[src/rtl/bus_packet_dispatcher.sv]
// Pops gbus packets, decodes them and presents them to the core-memory write fabric
// through a 2-entry output queue. Optional feature macro: BUS_PKT_DISPATCH_BCAST_EN.
module bus_packet_dispatcher #(
    parameter int BUS_DATA_WIDTH       = 32,
    parameter int HEAD_SRAM_BIAS_WIDTH = 2,
    parameter int BUS_CORE_ADDR_WIDTH  = 4,
    parameter int BUS_CMEM_ADDR_WIDTH  = 13,
    parameter int NUM_CORES            = 8,
    parameter int CNT_WIDTH            = 16
) (
    input  logic                                  clk,
    input  logic                                  rst,
    input  logic [BUS_DATA_WIDTH+HEAD_SRAM_BIAS_WIDTH+BUS_CORE_ADDR_WIDTH+BUS_CMEM_ADDR_WIDTH-1:0] fifo_out_bus_packet,
    input  logic                                  fifo_buffer_empty,
    output logic                                  fifo_rd_en,
    output logic                                  pkt_valid,
    input  logic                                  pkt_ready,
    output logic [NUM_CORES-1:0]                  core_sel,
    output logic [BUS_CMEM_ADDR_WIDTH-1:0]        cmem_addr,
    output logic [HEAD_SRAM_BIAS_WIDTH-1:0]       sram_bias,
    output logic [BUS_DATA_WIDTH-1:0]             wr_data,
    output logic [CNT_WIDTH-1:0]                  pkt_cnt,
    output logic [CNT_WIDTH-1:0]                  drop_cnt,
    output logic                                  idle
);
    localparam int CORE_LSB = BUS_CMEM_ADDR_WIDTH;
    localparam int BIAS_LSB = CORE_LSB + BUS_CORE_ADDR_WIDTH;
    localparam int DATA_LSB = BIAS_LSB + HEAD_SRAM_BIAS_WIDTH;
    localparam logic [BUS_CORE_ADDR_WIDTH:0] CORE_LIMIT = (BUS_CORE_ADDR_WIDTH+1)'(NUM_CORES);

    typedef struct packed {
        logic [NUM_CORES-1:0]            core_sel;
        logic [BUS_CMEM_ADDR_WIDTH-1:0]  cmem_addr;
        logic [HEAD_SRAM_BIAS_WIDTH-1:0] sram_bias;
        logic [BUS_DATA_WIDTH-1:0]       wr_data;
    } entry_t;

    entry_t                         q_mem [2];
    entry_t                         head;
    entry_t                         in_entry;
    logic                           wr_ptr;
    logic                           rd_ptr;
    logic [1:0]                     q_cnt;
    logic                           inflight;
    logic [CNT_WIDTH-1:0]           pkt_cnt_q;
    logic [CNT_WIDTH-1:0]           drop_cnt_q;
    logic [CNT_WIDTH-1:0]           pkt_cnt_nxt;
    logic [CNT_WIDTH-1:0]           drop_cnt_nxt;
    logic [BUS_CORE_ADDR_WIDTH-1:0] in_core;
    logic                           in_range;
    logic                           push;
    logic                           drop;
    logic                           xfer;
    logic [2:0]                     slots_used;

    // Decode the word returned by the FIFO; only meaningful while a pop is in flight.
    always_comb begin
        in_core            = fifo_out_bus_packet[CORE_LSB +: BUS_CORE_ADDR_WIDTH];
        in_range           = ({1'b0, in_core} < CORE_LIMIT);
        in_entry.core_sel  = {{(NUM_CORES-1){1'b0}}, 1'b1} << in_core;
        in_entry.cmem_addr = fifo_out_bus_packet[0 +: BUS_CMEM_ADDR_WIDTH];
        in_entry.sram_bias = fifo_out_bus_packet[BIAS_LSB +: HEAD_SRAM_BIAS_WIDTH];
        in_entry.wr_data   = fifo_out_bus_packet[DATA_LSB +: BUS_DATA_WIDTH];
`ifdef BUS_PKT_DISPATCH_BCAST_EN
        if (in_core == '1) begin
            in_range          = 1'b1;
            in_entry.core_sel = '1;
        end
`else
`endif
    end

    assign xfer = pkt_valid & pkt_ready;
    assign push = inflight & in_range;
    assign drop = inflight & ~in_range;

    // A slot freed by this cycle's handshake can be reused by the pop issued now.
    assign slots_used = {1'b0, q_cnt} + {2'b00, inflight} - {2'b00, xfer};
    assign fifo_rd_en = ~fifo_buffer_empty & ~rst & (slots_used < 3'd2);

    assign pkt_cnt_nxt  = (xfer && pkt_cnt_q != '1) ? pkt_cnt_q + CNT_WIDTH'(1) : pkt_cnt_q;
    assign drop_cnt_nxt = (drop && drop_cnt_q != '1) ? drop_cnt_q + CNT_WIDTH'(1) : drop_cnt_q;

    always_ff @(posedge clk) begin
        if (rst) begin
            q_mem[0]   <= '0;
            q_mem[1]   <= '0;
            wr_ptr     <= 1'b0;
            rd_ptr     <= 1'b0;
            q_cnt      <= 2'd0;
            inflight   <= 1'b0;
            pkt_cnt_q  <= '0;
            drop_cnt_q <= '0;
        end else begin
            inflight   <= fifo_rd_en;
            pkt_cnt_q  <= pkt_cnt_nxt;
            drop_cnt_q <= drop_cnt_nxt;
            if (push) begin
                q_mem[wr_ptr] <= in_entry;
                wr_ptr        <= ~wr_ptr;
            end
            if (xfer) begin
                rd_ptr <= ~rd_ptr;
            end
            if (push && !xfer) begin
                q_cnt <= q_cnt + 2'd1;
            end else if (!push && xfer) begin
                q_cnt <= q_cnt - 2'd1;
            end
        end
    end

    assign head      = q_mem[rd_ptr];
    assign pkt_valid = (q_cnt != 2'd0);
    assign core_sel  = head.core_sel;
    assign cmem_addr = head.cmem_addr;
    assign sram_bias = head.sram_bias;
    assign wr_data   = head.wr_data;
    assign pkt_cnt   = pkt_cnt_q;
    assign drop_cnt  = drop_cnt_q;
    assign idle      = (q_cnt == 2'd0) & ~inflight & fifo_buffer_empty;

endmodule

[config.mk]
export PLATFORM = sky130hd
export DESIGN_NAME = bus_packet_dispatcher
export DESIGN_NICKNAME = d
export VERILOG_FILES = /design/src/rtl/bus_packet_dispatcher.sv
export SDC_FILE = /design/constraint.sdc
export NUM_CORES = 1
export LEC_CHECK = 0
export CAP_MARGIN = 20
export CORE_MARGIN = 2
export CORE_UTILIZATION = 55
export DETAILED_ROUTE_END_ITERATION = 8
export GPL_ROUTABILITY_DRIVEN = 0
export PLACE_DENSITY_LB_ADDON = 0.2
export SLEW_MARGIN = 20
export SYNTH_ARGS = -nofsm -noshare
export SYNTH_HDL_FRONTEND = slang
export SYNTH_SLANG_ARGS = --single-unit
[constraint.sdc]
create_clock -name clk -period 7.2 [get_ports clk]
set_clock_uncertainty 0.15 [all_clocks]
set_input_delay 1.44 -clock clk [delete_from_list [all_inputs] [get_ports clk]]
set_output_delay 1.44 -clock clk [all_outputs]
set_load 0.03 [all_outputs]
==> summary.txt <==
STA
  • Setup violations, final: 0
  • Headroom to the max-slew limit: 0.492
  • Final max-slew violation count: 0
  • Transition time at the pin with the least slew margin: 762 ps
  • Share of the clock period used by the worst path: 0.803
  • Total count of hold-check failures in the final report: 0
  • Final TNS setup: 0 ps
  • Max Clock Freq: 173 MHz
  • Unrepaired setup endpoints after global routing: false
  • Final min period: 5780 ps

Synth
  • Yosys synthesis warning count: 0
  • Post-synthesis sequential area ratio: 0.620
  • Main combinational cell family by area after synthesis: simple AND/OR/NAND/NOR gates
  • Compound-cell area share of the yosys netlist: 0.0195
  • Cell count after synthesis: 512
  • EDFF count, synth: 110
  • Fraction of synthesized area in multiplexers: 0.0960
  • Adder-cell share of the synthesized area: 0.0107
  • Synthesized netlist net count: 572
  • Simple-Gate Fraction of Synth Area: 0.198
  • Async set-or-reset flop fraction in the synthesized netlist: 0
  • Syn Area/Cell: 12.8 um2
  • Unique masters post-synth: 40
  • Most common flop cell mapped by yosys: edfxtp_1
  • Xor and xnor area share after synthesis: 0.0401
  • #FFs+latches synth: 148
  • Cell area after synthesis: 6560 um2

CTS
  • Buffer depth of the longest clock path: 2
  • Clk sink count: 148
  • Number of buffers created by CTS: 17
  • Number of H-tree levels: 4
  • Clock tree from TritonCTS: yes
  • Clk pin slew, worst setup/hold paths: 60 ps
  • Number of buffers added for setup after CTS: 0
  • Clock Root Buffer: clkbuf_16
  • Quantity of gates resized following cts: 0
  • Number of buffers added to fix hold violations after cts: 0
  • Worst skew pair latency: 410 ps

Placement
  • Count of input and output buffers: 144
  • Final HPWL from detailed placement: 8.96 mm

Critical path
  • Minimum setup slack among reg-to-reg paths: 4600 ps
  • Worst endpoint required time: 5610 ps
  • Highest net fanout along the worst path: 6
  • Critical Path Start: pkt_ready
  • Worst reg2reg startpoint: inflight$_SDFF_PP0_
  • Start-to-end type of the worst setup path: in -> out
  • Kind of launch point of the worst setup path: input pin
  • Crit. End Element: output pin
  • Endpoint arrival time on the critical path: 4190 ps

Power
  • Fraction of power consumed by the clock network: 0.336
  • Sequential share of power: 0.377
  • Worst voltage drop across the vdd grid: 0.000234 V
  • Internal Dissipation: 0.00196 W
  • Switching fraction of total power: 0.289
  • Share of total power in combinational logic: 0.288
  • Net switching power of the design: 0.000799 W
  • Power consumption: 0.00276 W
  • Pwr dens: 315 nW/um2
  • Leakage power total: 3.23 nW

Global routing
  • Via count of the first global-routing pass: 4568
  • GRT Overall Usage: 0.225
  • Aggregate global routing overflow: 0
  • Initial antenna violation count: 0
  • First-pass GRT wire length: 22.2 mm
  • Maximum number of pins on one net before global-route repair: 56

Route
  • Violation count after the first detailed-routing iteration: 260
  • Vias: 4391
  • Post-route ant nets: 0
  • Wirelength, routed: 14.2 mm
  • Ratio of routed vias to standard cells: 5.39
  • Pre-Repair DR Iteration Count: 7
  • Wire length per cell after detailed routing: 17.4 um
  • Number of remaining DRC errors: 10

Hold path
  • Hold_sp: drop_cnt[1]$_SDFFE_PP0P_
  • Hold WC Path Type: reg -> reg

Floorplanning
  • Number of top-level pins: 145
  • Starting density of the core: 0.569
  • Site Rows: 39
  • Horiz. Die Dim: 113 um
  • Overall die area: 12800 um2
  • Core Footprint: 11500 um2
  • Chip Height: 113 um

Flow run
  • Number of violations of the max-capacitance limit: 0

Final layout
  • Layout area overhead: 33.9%
  • Final core utilization: 0.762
  • Total of fill cells in the finished design: 747
  • Proportion of layout cells with a drive suffix above 1: 0.152
  • # diodes: 0
  • Number of nets in the layout: 719

Run status
  • Status: finished, violations left
  • Violated checks: design-rule violations
## kinds of logic after synthesis
kind of cell | Yosys count
and+or+nand+nor | 232
DFF | 148
muxes | 56
xor gates and xnor gates | 30
buffers and inverters | 25
AOI/OAI and AO/OA | 16
adders and majority gates | 5
## final timing paths
kind | endpoint | cells past startpoint
hold reg to reg | drop_cnt[1]$_SDFFE_PP0P_ | 2
setup / recovery | fifo_rd_en | 9
setup reg to reg | q_mem[1][8]$_SDFFCE_PN0P_ | 5
hold / removal | drop_cnt[1]$_SDFFE_PP0P_ | 2
## cell usage in the layout, fill, tap and decap left out, types with 5 or more instances in the layout
cell type,instances
clkdlybuf4s50_1,144
edfxtp_1,110
and2_1,97
mux2_2,55
nor2_1,52
dfxtp_1,37
nand2_1,18
clkbuf_16,17
xor2_1,16
xnor2_1,14
nand3_1,11
nand4_1,11
nor3_1,10
and3_1,6
buf_4,6
a21oi_1,5
clkinv_2,5
## sequential cells by signal (all words and copies together), names as in the netlist, named ones only
signal    cells
drop_cnt     16
inflight      1
pkt_cnt      16
q_cnt         2
q_mem       110
rd_ptr        1
wr_ptr        1
## worst max-delay path: stages
cell and delay [ps]:
clkdlybuf4s50_1 470, o21ai_2 90, inv_1 200, ha_1 270, nand2b_1 150, fa_1 390
xor2_1 170, nor4b_1 280, clkdlybuf4s50_1 730
## stage by stage
stage               cell area (um2)  hold WS, ps  std cells  worst slack [ps]
floorplan                      6560          331        512              1970
global placement               8150          351        783              1510
detailed placement             8150          349        783              1410
CTS                            8780          379        815              1400
global route                   8780          404        815              1300
finish                         8780          374        815              1420
## Yosys cell counts, drive strengths merged, types with 5 or more instances
cell type,n,area share
and2,97,0.093
and3,6,0.0057
a21oi,5,0.0038
nand4,13,0.016
nand3,11,0.0084
mux2,55,0.094
dfxtp,38,0.12
nand2,18,0.010
edfxtp,110,0.50
nor2,52,0.030
clkbuf,17,0.010
xnor2,14,0.019
nor3,11,0.0084
xor2,16,0.021
buf,5,0.0038
## layout make-up
cell class	count	area (um2)	area share
timing repair buffer	150	1490	0.169
sequential	148	4070	0.463
tap	143	179	0.0204
clock buffer	22	474	0.0540
inverter	3	11.3	0.00128
clock inverter	10	153	0.0174
multi-input combinational	339	2410	0.275
## routing by layer
metal	global-route usage	part of all wire	vias up
met5	0	0	-
met4	0.107	0.021	0
met3	0.0573	0.063	20
met2	0.389	0.52	133
met1	0.261	0.39	2130
li1	-	-	2108
## power by group through the flow
stage	clock network, W	registers [W]	logic (W)
after floorplan	0	0.00106	0.000496
after global placement	0	0.00105	0.000785
after detailed placement	0	0.00106	0.000798
after CTS	0.000938	0.00104	0.000803
after global routing	0.000973	0.00105	0.000835
final	0.000928	0.00104	0.000795
Note: power is estimated with default switching activity, not from simulation.
